File: src/rtl/demux4_stream_v1.sv
// Purpose: routes one input stream to four output channels, each buffered by a 2-entry FIFO.
// Latency: 1 cycle from accept into an empty channel to that word appearing on its output.
// Backpressure: in_ready drops only when the channel addressed by in_sel is full; no fall-through.
// Optional: define DEMUX4_STREAM_V1_STATS_EN to add per-channel saturating accept counters.
module demux4_stream_v1 #(
  parameter int width = 32
) (
  input  logic             clk,
  input  logic             rst,
  input  logic [width-1:0] in_data,
  input  logic             in_valid,
  input  logic [1:0]       in_sel,
  output logic             in_ready,
  output logic [width-1:0] out1,
  output logic [width-1:0] out2,
  output logic [width-1:0] out3,
  output logic [width-1:0] out4,
  output logic [3:0]       out_valid,
  input  logic [3:0]       out_ready
`ifdef DEMUX4_STREAM_V1_STATS_EN
  ,
  input  logic [1:0]       stat_sel,
  output logic [15:0]      stat_count
`endif
);

  // Per-channel storage: two slots, pointers, occupancy and a registered head word.
  logic [width-1:0] mem  [4][2];
  logic [width-1:0] head [4];
  logic [1:0]       cnt  [4];
  logic             wptr [4];
  logic             rptr [4];
  logic [3:0]       push;
  logic [3:0]       pop;

  // Accept/pop decode; in_ready depends only on the addressed channel's occupancy.
  always_comb begin
    push     = '0;
    in_ready = (cnt[in_sel] != 2'd2);
    for (int i = 0; i < 4; i++) begin
      out_valid[i] = (cnt[i] != 2'd0);
    end
    if (in_valid && in_ready) begin
      push[in_sel] = 1'b1;
    end
    pop = out_valid & out_ready;
  end

  // FIFO state update; the head register follows whichever word is oldest.
  always_ff @(posedge clk or posedge rst) begin
    if (rst) begin
      for (int i = 0; i < 4; i++) begin
        mem[i][0] <= '0;
        mem[i][1] <= '0;
        head[i]   <= '0;
        cnt[i]    <= 2'd0;
        wptr[i]   <= 1'b0;
        rptr[i]   <= 1'b0;
      end
    end else begin
      for (int i = 0; i < 4; i++) begin
        if (push[i]) begin
          mem[i][wptr[i]] <= in_data;
          wptr[i]         <= ~wptr[i];
        end
        if (pop[i]) begin
          rptr[i] <= ~rptr[i];
        end
        case ({push[i], pop[i]})
          2'b10:   cnt[i] <= cnt[i] + 2'd1;
          2'b01:   cnt[i] <= cnt[i] - 2'd1;
          default: cnt[i] <= cnt[i];
        endcase
        // New word becomes head when the channel is (or is about to be) otherwise empty;
        // popping a full channel promotes the second slot. Empty channels keep the last head.
        if (push[i] && ((cnt[i] == 2'd0) || ((cnt[i] == 2'd1) && pop[i]))) begin
          head[i] <= in_data;
        end else if (pop[i] && (cnt[i] == 2'd2)) begin
          head[i] <= mem[i][~rptr[i]];
        end
      end
    end
  end

  assign out1 = head[0];
  assign out2 = head[1];
  assign out3 = head[2];
  assign out4 = head[3];

`ifdef DEMUX4_STREAM_V1_STATS_EN
  logic [15:0] stat_cnt [4];

  // Saturating count of accepted words per channel.
  always_ff @(posedge clk or posedge rst) begin
    if (rst) begin
      for (int i = 0; i < 4; i++) begin
        stat_cnt[i] <= 16'd0;
      end
    end else begin
      for (int i = 0; i < 4; i++) begin
        if (push[i] && (stat_cnt[i] != 16'hFFFF)) begin
          stat_cnt[i] <= stat_cnt[i] + 16'd1;
        end
      end
    end
  end

  assign stat_count = stat_cnt[stat_sel];
`endif

endmodule

File: config.mk
export PLATFORM = sky130hd
export DESIGN_NAME = demux4_stream_v1
export DESIGN_NICKNAME = d
export VERILOG_FILES = /design/src/rtl/demux4_stream_v1.sv
export SDC_FILE = /design/constraint.sdc
export NUM_CORES = 1
export LEC_CHECK = 0
export ABC_CLOCK_PERIOD_IN_PS = 12500
export BUFFER_PORTS_ARGS = -buffer_cell sky130_fd_sc_hd__buf_2
export CAP_MARGIN = 10
export CORE_MARGIN = 2
export CORE_UTILIZATION = 25
export CTS_BUF_LIST = sky130_fd_sc_hd__clkbuf_2 sky130_fd_sc_hd__clkbuf_4 sky130_fd_sc_hd__clkbuf_8
export DETAILED_ROUTE_END_ITERATION = 7
export MAX_ROUTING_LAYER = met4
export PLACE_DENSITY_LB_ADDON = 0.08
export SYNTH_ARGS = -nofsm -noshare
export SYNTH_HDL_FRONTEND = slang
export SYNTH_SLANG_ARGS = --single-unit
File: constraint.sdc
create_clock -name clk -period 12.5 [get_ports clk]
set_input_delay 1.875 -clock clk [delete_from_list [all_inputs] [get_ports clk]]
set_output_delay 1.875 -clock clk [all_outputs]
set_load 0.02 [all_outputs]
==> reports/qor.txt <==
outcome: finished, final reports clean
H-Tree Depth: 3
cell leakage power: 9.666 nW
Die Ht: 277.6 µm
Die X: 277.6 µm
Nets: 1465
max incr delay on CP: 0.51 ns
CP Capture Type: primary output
Hold Path Origin: rptr[1]
Num CTS Buffers: 80
commonest non-fill, non-tap cells in the layout: mux2_2, dfrtp_1, buf_2, clkbuf_8, mux2_1
Core ar.: 0.07432 mm²
first-pass GRT wire length: 80.15 mm
CTS root buffer: clkbuf_8
final slew viol count: 0
DP HPWL: 32.06 mm
share of the synthesized area in the top cell type: 53.49%
GRT Resource Usage Total: 14.54%
gr ovfl total: 0
largest net degree at the start of global routing: 76
period utilization: 36.83%
Initial Util: 25.18%
syn_nets: 1292
number of synthesis warnings: 0
worst path required time: 10.62 ns
fmax: 217.2 MHz
PortBufs: 173
R2R Path End: mem[213]
Worst Setup SP: in_sel[0]
Yosys cell types: 31
MaxCap Viol Count: 0
Setup TNS: 0 ns
Site Rows: 100
R2R setup slack: 9.81 ns
Max FO, Critical Path: 9
clk sinks: 400
top cells by area, synth: dfrtp_1, mux2_2, mux2_1
Final Worst Setup Slack: 7.897 ns
Mapped Cells: 1235
Setup Buffers After CTS: 0
final setup fails: 0
Slew @ Worst Pin: 1.178 ns
Total Wirelength: 53.63 mm
register area share after synthesis: 53.49%
Avg WL per Cell: 22.09 µm
Pwr per Cell Area: 272.0 mW/mm²
fraction of layout cells with a size suffix above 1: 64.68%
antenna viol nets, final: 0
Worst Path Arrival: 2.73 ns
Crit Path Category: primary input to primary output
Residual DRC: 0
Clk pin slew, worst setup/hold paths: 0.05 ns
worst r2r src: cnt[6]
CP cell instances: buf_2, mux4_2, buf_2
post-synthesis cell type with the largest combined area: dfrtp_1
initial antenna violation count: 5
CP max-delay cell: mux4_2
vias in the first global route: 11710
commonest non-fill, non-tap cell in the layout: mux2_2
1st-iter DRT viols: 294
# IOs: 174
R2R depth: 4
Clock Path Buffers: 3
Worst Hold Class: register to register
CTS tree: done
Synth Area per Inst: 15.15 µm²
hold path cells: 1
RSZ-0062 raised after global routing: no
Max IR drop VDD: 0.0001136 V
DP Worst Slack: 7.885 ns
RePlAce Congestion: 0.6658
Avg Vias per Cell: 4.386
post_cts resized: 0
mapped cell area: 0.01871 mm²
CTS Hold Bufs: 0
post-synthesis register bit count: 400
P&R area growth vs syn: 16.93%
Die ar.: 0.07705 mm²
Worst setup SP type: primary input
Clock Skew: 0.02589 ns
min Tclk post-route: 4.603 ns
Fin. Hold Viols: 0
clk_lat worst skew: 0.66 ns
hold path endpoint: rptr[1]
slew margin rel.: 21.20%
most used cell, CP: buf_2
via count: 10650
DR pass1 iterations: 4
metrics by stage:
stage          instances  instance area, µm²  hold slack, ns  util, %  power, mW
6_report            2428               21880          0.4588    29.44      5.951
3_5_place_dp        2295               20250          0.4547    27.25      4.669
2_1_floorplan       1235               18720          0.4522        -      4.000
3_3_place_gp        2295               20250          0.4499    27.25      4.612
4_1_cts             2427               21880          0.4625    29.44      6.108
5_1_grt             2428               21880          0.4969    29.44      6.382
registers in the layout, summed over array words and instances (netlist names):
register / count
out4: 32
cnt: 8
wptr: 4
rptr: 4
mem: 256
out2: 32
out1: 32
out3: 32
cells by family after synthesis:
group           Yosys count  share of synthesized area (%)
flops                   400                          53.49
compound gates            8                         0.2675
buf+inv                 118                          4.132
mux                     641                          38.76
xor+xnor                 16                         0.7489
fa+ha+maj                16                          1.070
simple gates             36                          1.531
report_power, final:
group / internal (mW) / switching (mW)
sequential: 1.95 / 0.386
combinational: 1.23 / 1.01
clock: 0.797 / 0.581
metal layers:
metal | vias to the layer above | GRT usage (%) | share of wire, %
li1 | 4778 | - | -
met1 | 5554 | 18.45 | 45
met2 | 215 | 23.43 | 48
met3 | 102 | 3.167 | 4.4
met4 | 0 | 3.909 | 2.2
met5 | - | - | 0
synthesized netlist by cell type, drive strengths merged:
library cell / count
nand2: 4
inv: 13
a21o: 4
nand4: 8
mux2: 640
nor2: 1
and3b: 4
and4bb: 1
xor2: 4
xnor2: 12
and2b: 1
o21ai: 4
ha: 16
nand3: 4
clkbuf: 36
mux4: 1
dfrtp: 400
and4b: 2
and2: 1
nor2b: 5
nand4b: 1
nand2b: 4
buf: 69
worst max-delay path: cells and delay by family:
kind	cells	cell delay (ns)
mux	1	0.51
buf+inv	2	0.34
cell type report:
cell class,count,area [µm²]
flip-flops and latches,400,10010
clock inverters,8,85.08
well taps,969,1212
clock buffers,124,1538
repair buffers,196,1039
fillers,7619,52440
inverters,13,52.55
multi-input cells,717,7936
diodes,1,2.502
worst max-delay path by stage:
stage,to,cells after the start,slack [ns]
after floorplan,cnt[0],1,5.24
final,in_ready,3,7.90
after global routing,in_ready,3,7.84
after CTS,in_ready,3,7.89
after detailed placement,in_ready,3,7.89
after global placement,in_ready,3,7.88
No activity file was read; power rests on OpenSTA's default activity.
